`src/rtl/mtimer_pkg.sv`:
```
// Shared register map, CTRL field positions, FSM encoding and byte-lane merge helper
// for the Avalon machine timer.
package mtimer_pkg;

    localparam logic [7:0] OFF_MTIME_LO    = 8'h00;
    localparam logic [7:0] OFF_MTIME_HI    = 8'h04;
    localparam logic [7:0] OFF_MTIMECMP_LO = 8'h08;
    localparam logic [7:0] OFF_MTIMECMP_HI = 8'h0C;
    localparam logic [7:0] OFF_CTRL        = 8'h10;

    localparam int CTRL_EN_BIT = 0;
    localparam int CTRL_PS_LSB = 8;
    localparam int CTRL_PS_MSB = 15;

    typedef enum logic {
        ST_IDLE = 1'b0,
        ST_RESP = 1'b1
    } state_t;

    function automatic logic [31:0] byte_merge(input logic [31:0] cur,
                                               input logic [31:0] wdat,
                                               input logic [3:0]  be);
        logic [31:0] r;
        r = cur;
        for (int i = 0; i < 4; i++) begin
            if (be[i]) r[8*i +: 8] = wdat[8*i +: 8];
        end
        return r;
    endfunction

endpackage

```
`src/rtl/avl_mtimer_if.sv`:
```
// Avalon-MM slave bus bundle for the machine timer; master drives requests, slave answers.
interface avl_mtimer_if #(
    parameter int ADDR_WIDTH = 5
);
    logic [ADDR_WIDTH-1:0] address;
    logic [31:0]           writedata;
    logic [3:0]            byteenable;
    logic                  read;
    logic                  write;
    logic [31:0]           readdata;
    logic                  waitrequest;

    modport master (
        output address, writedata, byteenable, read, write,
        input  readdata, waitrequest
    );

    modport slave (
        input  address, writedata, byteenable, read, write,
        output readdata, waitrequest
    );
endinterface

```
`src/rtl/mtimer_prescaler.sv`:
```
// Tick divider: one tick every prescale+1 cycles; clear restarts the count and
// suppresses the tick in its own cycle.
module mtimer_prescaler (
    input  logic       clk,
    input  logic       reset,
    input  logic       clear,
    input  logic [7:0] prescale,
    output logic       tick
);
    logic [7:0] count;

    assign tick = !clear && (count == prescale);

    always_ff @(posedge clk or posedge reset) begin
        if (reset) begin
            count <= '0;
        end else if (clear || tick) begin
            count <= '0;
        end else begin
            count <= count + 8'd1;
        end
    end
endmodule

```
`src/rtl/avl_mtimer.sv`:
```
// Avalon-MM machine timer (mtime/mtimecmp/CTRL); reads take one wait state, writes none.
// Define MTIMER_SNAPSHOT_EN to return an MTIME_HI shadow latched by MTIME_LO reads.
module avl_mtimer
    import mtimer_pkg::*;
#(
    parameter int          ADDR_WIDTH = 5,
    parameter logic [63:0] CMP_RESET  = 64'hFFFF_FFFF_FFFF_FFFF
) (
    input  logic         clk,
    input  logic         reset,
    avl_mtimer_if.slave  bus,
    output logic         timer_irq
);
    state_t                state, state_nxt;
    logic [63:0]           mtime, mtimecmp;
    logic                  en;
    logic [7:0]            prescale;
    logic                  tick;
    logic [ADDR_WIDTH-1:0] addr_word;
    logic                  sel_lo, sel_hi, sel_clo, sel_chi, sel_ctrl;
    logic                  rd_acc;
    logic [31:0]           rd_mux, ctrl_rd, hi_rd, readdata;

    assign addr_word = bus.address & ~ADDR_WIDTH'(3);
    assign sel_lo    = (addr_word == ADDR_WIDTH'(OFF_MTIME_LO));
    assign sel_hi    = (addr_word == ADDR_WIDTH'(OFF_MTIME_HI));
    assign sel_clo   = (addr_word == ADDR_WIDTH'(OFF_MTIMECMP_LO));
    assign sel_chi   = (addr_word == ADDR_WIDTH'(OFF_MTIMECMP_HI));
    assign sel_ctrl  = (addr_word == ADDR_WIDTH'(OFF_CTRL));

    // A simultaneous write wins: the read half is dropped and never stalls.
    assign rd_acc          = (state == ST_IDLE) && bus.read && !bus.write;
    assign bus.waitrequest = rd_acc && !reset;
    assign bus.readdata    = readdata;

    always_ff @(posedge clk or posedge reset) begin
        if (reset) state <= ST_IDLE;
        else       state <= state_nxt;
    end

    always_comb begin
        state_nxt = ST_IDLE;
        case (state)
            ST_IDLE: if (rd_acc) state_nxt = ST_RESP;
            ST_RESP: state_nxt = ST_IDLE;
            default: state_nxt = ST_IDLE;
        endcase
    end

    mtimer_prescaler u_prescaler (
        .clk      (clk),
        .reset    (reset),
        .clear    (bus.write && sel_ctrl),
        .prescale (prescale),
        .tick     (tick)
    );

    // Software writes to either mtime word take priority over the tick increment.
    always_ff @(posedge clk or posedge reset) begin
        if (reset) begin
            mtime <= '0;
        end else if (bus.write && sel_lo) begin
            mtime[31:0] <= byte_merge(mtime[31:0], bus.writedata, bus.byteenable);
        end else if (bus.write && sel_hi) begin
            mtime[63:32] <= byte_merge(mtime[63:32], bus.writedata, bus.byteenable);
        end else if (en && tick) begin
            mtime <= mtime + 64'd1;
        end
    end

    always_ff @(posedge clk or posedge reset) begin
        if (reset) begin
            mtimecmp <= CMP_RESET;
            en       <= 1'b1;
            prescale <= '0;
        end else if (bus.write) begin
            if (sel_clo) mtimecmp[31:0]  <= byte_merge(mtimecmp[31:0], bus.writedata, bus.byteenable);
            if (sel_chi) mtimecmp[63:32] <= byte_merge(mtimecmp[63:32], bus.writedata, bus.byteenable);
            if (sel_ctrl && bus.byteenable[0]) en       <= bus.writedata[CTRL_EN_BIT];
            if (sel_ctrl && bus.byteenable[1]) prescale <= bus.writedata[CTRL_PS_MSB:CTRL_PS_LSB];
        end
    end

    always_ff @(posedge clk or posedge reset) begin
        if (reset) timer_irq <= 1'b0;
        else       timer_irq <= (mtime >= mtimecmp);
    end

`ifdef MTIMER_SNAPSHOT_EN
    logic [31:0] mtime_hi_shadow;

    always_ff @(posedge clk or posedge reset) begin
        if (reset)                mtime_hi_shadow <= '0;
        else if (rd_acc && sel_lo) mtime_hi_shadow <= mtime[63:32];
    end
    assign hi_rd = mtime_hi_shadow;
`else
    assign hi_rd = mtime[63:32];
`endif

    always_comb begin
        ctrl_rd = '0;
        ctrl_rd[CTRL_EN_BIT]             = en;
        ctrl_rd[CTRL_PS_MSB:CTRL_PS_LSB] = prescale;
    end

    always_comb begin
        rd_mux = '0;
        if (sel_lo)   rd_mux = mtime[31:0];
        if (sel_hi)   rd_mux = hi_rd;
        if (sel_clo)  rd_mux = mtimecmp[31:0];
        if (sel_chi)  rd_mux = mtimecmp[63:32];
        if (sel_ctrl) rd_mux = ctrl_rd;
    end

    always_ff @(posedge clk or posedge reset) begin
        if (reset)       readdata <= '0;
        else if (rd_acc) readdata <= rd_mux;
    end
endmodule
```
`src/flat_wrapper.sv`:
```
// flat-port wrapper written by rule: the top's interface ports become plain ports
module avl_mtimer_flat import mtimer_pkg::*;
#(
    parameter int          ADDR_WIDTH = 5,
    parameter logic [63:0] CMP_RESET  = 64'hFFFF_FFFF_FFFF_FFFF
)
  (clk, reset, timer_irq, bus_address, bus_writedata, bus_byteenable, bus_read, bus_write, bus_readdata, bus_waitrequest);
  avl_mtimer_if #(.ADDR_WIDTH(ADDR_WIDTH)) bus_i ();
  input  logic clk;
  input  logic reset;
  output logic timer_irq;
  input wire logic [$bits(bus_i.address)-1:0] bus_address;
  input wire logic [$bits(bus_i.writedata)-1:0] bus_writedata;
  input wire logic [$bits(bus_i.byteenable)-1:0] bus_byteenable;
  input wire logic [$bits(bus_i.read)-1:0] bus_read;
  input wire logic [$bits(bus_i.write)-1:0] bus_write;
  output wire logic [$bits(bus_i.readdata)-1:0] bus_readdata;
  output wire logic [$bits(bus_i.waitrequest)-1:0] bus_waitrequest;
  assign bus_i.address = bus_address;
  assign bus_i.writedata = bus_writedata;
  assign bus_i.byteenable = bus_byteenable;
  assign bus_i.read = bus_read;
  assign bus_i.write = bus_write;
  assign bus_readdata = bus_i.readdata;
  assign bus_waitrequest = bus_i.waitrequest;
  avl_mtimer #(.ADDR_WIDTH(ADDR_WIDTH), .CMP_RESET(CMP_RESET)) u_core (.clk(clk), .reset(reset), .bus(bus_i), .timer_irq(timer_irq));
endmodule
```
`config.mk`:
```
export PLATFORM = sky130hd
export DESIGN_NAME = avl_mtimer_flat
export DESIGN_NICKNAME = d
export VERILOG_FILES = /design/src/rtl/mtimer_pkg.sv /design/src/rtl/avl_mtimer_if.sv /design/src/rtl/mtimer_prescaler.sv /design/src/rtl/avl_mtimer.sv /design/src/flat_wrapper.sv
export SDC_FILE = /design/constraint.sdc
export NUM_CORES = 1
export LEC_CHECK = 0
export ABC_AREA = 1
export BUFFER_PORTS_ARGS = -buffer_cell sky130_fd_sc_hd__buf_2
export CAP_MARGIN = 0
export CELL_PAD_IN_SITES_DETAIL_PLACEMENT = 0
export CELL_PAD_IN_SITES_GLOBAL_PLACEMENT = 1
export CORE_ASPECT_RATIO = 0.7
export CORE_MARGIN = 10
export CORE_UTILIZATION = 30
export CTS_BUF_LIST = sky130_fd_sc_hd__clkbuf_8
export DETAILED_ROUTE_END_ITERATION = 12
export GPL_TIMING_DRIVEN = 1
export PLACE_DENSITY = 0.56
export REMOVE_ABC_BUFFERS = 1
export SYNTH_ARGS = -nofsm -noshare
export SYNTH_HDL_FRONTEND = slang
export SYNTH_HIERARCHICAL = 1
export SYNTH_SLANG_ARGS = --single-unit
```
`constraint.sdc`:
```
create_clock -name clk -period 7.9 [get_ports clk]
set_clock_uncertainty 0.15 [all_clocks]
set_input_delay 1.185 -clock clk [delete_from_list [all_inputs] [get_ports clk]]
set_output_delay 1.185 -clock clk [all_outputs]
set_load 0.01 [all_outputs]
```
==> flow_summary.json <==
{
  "crit_path_end": "u_core/mtime[55]",
  "cellLeakagePower_nw": 6.57,
  "holdWs_ps": 337,
  "cts_sinks": 179,
  "fin_total_pwr_mw": 3.26,
  "htreeDepth": 4,
  "path_clk_slew_ps": 100,
  "arrival_ps": 4360,
  "hold_path.class": "flip-flop to flip-flop",
  "vias": 12100,
  "io_buffers": 76,
  "antenna_found_initial": 0,
  "rsz0062_at_grt": "false",
  "setup_slack_ps": 3780,
  "grtUsageTotal_pct": 20.2,
  "first_iter_violations": 1096,
  "fp.coreArea_mm2": 0.0401,
  "grt_pass1_wl_um": 75500,
  "ys.flop_type": "dfrtp_1",
  "nFillCells": 4577,
  "numCtsBuffers": 17,
  "dieArea_mm2": 0.0497,
  "final_cells": 2429,
  "wirelength_um": 49600,
  "cp.required_ps": 8150,
  "r2r-start": "u_core/mtime[12]",
  "fin_nets": 1992,
  "grt_max_degree": 105,
  "synth-async-reset-ratio_pct": 100,
  "drive_gt1_share_pct": 11.6,
  "ios": 79,
  "drt_drc_violations_left": 0,
  "avgSynthCellArea_um2": 6.73,
  "clockRootBuffer": "clkbuf_8",
  "drt_first_pass_iters": 5,
  "slew_violations": 0,
  "synthDistinctLibCells": 43,
  "rrSetupSlack_ps": 4880,
  "synth_top_cells_by_area": "dfrtp_1, nand2_1, dfstp_2",
  "cp_max_fo": 48,
  "post-cts-setup-buffers": 0,
  "final-hold-violation-count": 0,
  "ir_drop_mv": 0.102,
  "hold_buffers": 0,
  "postSynthCellCount": 1830,
  "cts_tree": "built",
  "fin_setup_tns_ps": 0,
  "rows": 61,
  "crit_start": "bus_address[4]",
  "yosysTopAreaCell": "dfrtp_1",
  "placedCellCount": 2397,
  "design_area_mm2": 0.0136,
  "fin_crit_sh_pct": 52.1,
  "die_w_um": 262,
  "clock_path_buffers": 2,
  "grt_pass1_vias": 11800,
  "ys_ff_latch": 179,
  "clk_latency_ps": 510,
  "ys_top_cells_by_count": "nand2_1, inv_1, o21ai_0",
  "period_needed_ps": 4120,
  "place_congestion": 0.931,
  "start_util_pct": 30.7,
  "slew_headroom_pct": 35.4,
  "tightest_slew_ps": 964,
  "synth_top_area_share_pct": 23.2,
  "final_core_util_pct": 33.8,
  "r2r-end": "u_core/mtime[45]",
  "setup_viol": 0,
  "end_kind": "flip-flop",
  "placed_area_mm2": 0.0132,
  "multiInputGateArea_mm2": 0.00652,
  "powerDensity_mw_per_mm2": 241,
  "antenna_cells": 0,
  "status": "completed",
  "cts_resized": 0,
  "area_growth_syn_to_layout_pct": 10.1,
  "post-dp-hpwl_um": 37400,
  "ant_nets": 0,
  "pre_cts_ws_ps": 3230,
  "detail_route.wl_per_cell_um": 20.4,
  "grt_overflow": 0,
  "regArea_mm2": 0.00456,
  "die_h_um": 189,
  "crit_type": "primary input to flip-flop",
  "synth_most_common_cell": "nand2_1",
  "yosysWarnings": 6,
  "synth-edff-count": 0,
  "viasPerCell": 4.97,
  "yosysSeqAreaShare_pct": 37.0,
  "drv_cap": 0,
  "clock.fmax_mhz": 243,
  "reg2reg_depth": 11,
  "cp-start-kind": "primary input",
  "synth_area_mm2": 0.0123
}
layout make-up:
type	count	share of cell area, %
clock inverters	14	0.858
flip-flops and latches	179	33.6
well taps	535	4.94
repair buffers	83	3.19
inverters	268	7.48
clock buffers	18	1.83
multi-input cells	1332	48.1
registers in the layout, summed over array words and instances, names as in the netlist:
register	flops
u_core/bus.readdata	32
u_core/en	1
u_core/mtime	64
u_core/mtimecmp	64
u_core/prescale	8
u_core/state	1
u_core/timer_irq	1
u_core/u_prescaler/count	8
per-layer routing:
metal,track usage [%],wire length [µm]
met1,31.6,26800
met2,28.4,19900
met3,2.94,2260
met4,3.99,565
met5,0,0
worst max-delay path, cell delays in order:
cell	delay (ps)
buf_2	110
inv_2	320
nand3_4	560
nor2_8	740
inv_2	70
buf_4	350
o21ai_2	710
a21oi_1	100
nand2_1	100
nand2_1	50
cells by family after synthesis:
kind of cell	share of synthesized area [%]
buffers and inverters	10.0
XOR/XNOR	0.783
AND/OR/NAND/NOR	28.9
flip-flops	37.0
AO/OA/AOI/OAI	16.5
adder cells (fa/ha/maj)	6.71
power by group:
part	switching, mW	internal (mW)	total (mW)	leakage, nW
clock network	0.411	0.235	0.646	0.176
registers	0.297	1.18	1.48	2.14
logic	0.728	0.410	1.14	4.25
worst min path at each step:
stage                            startpoint                      end  slack, ps  cells after the start
floorplan               u_core/mtimecmp[16]      u_core/mtimecmp[16]        320                      2
global placement     u_core/bus.readdata[9]   u_core/bus.readdata[9]        310                      2
detailed placement  u_core/bus.readdata[11]  u_core/bus.readdata[11]        310                      2
CTS                  u_core/bus.readdata[6]   u_core/bus.readdata[6]        350                      2
global route         u_core/bus.readdata[6]   u_core/bus.readdata[6]        360                      2
finish              u_core/bus.readdata[21]  u_core/bus.readdata[21]        340                      2
cells in the final DEF (no fill, tap or decap), types with 18 or more instances in the layout:
master    Yosys  layout
nand3_1      73      73
dfstp_2      65      65
nand2_1     577     576
ha_1         66      66
nor2_1      166     166
o22ai_1      45      45
clkbuf_8      0      18
inv_1       256     254
buf_2        13      76
o21ai_1      18      18
a21oi_1     109     109
o21ai_0     196     196
dfrtp_1     114     114
Note: power is estimated with default switching activity, not from simulation.
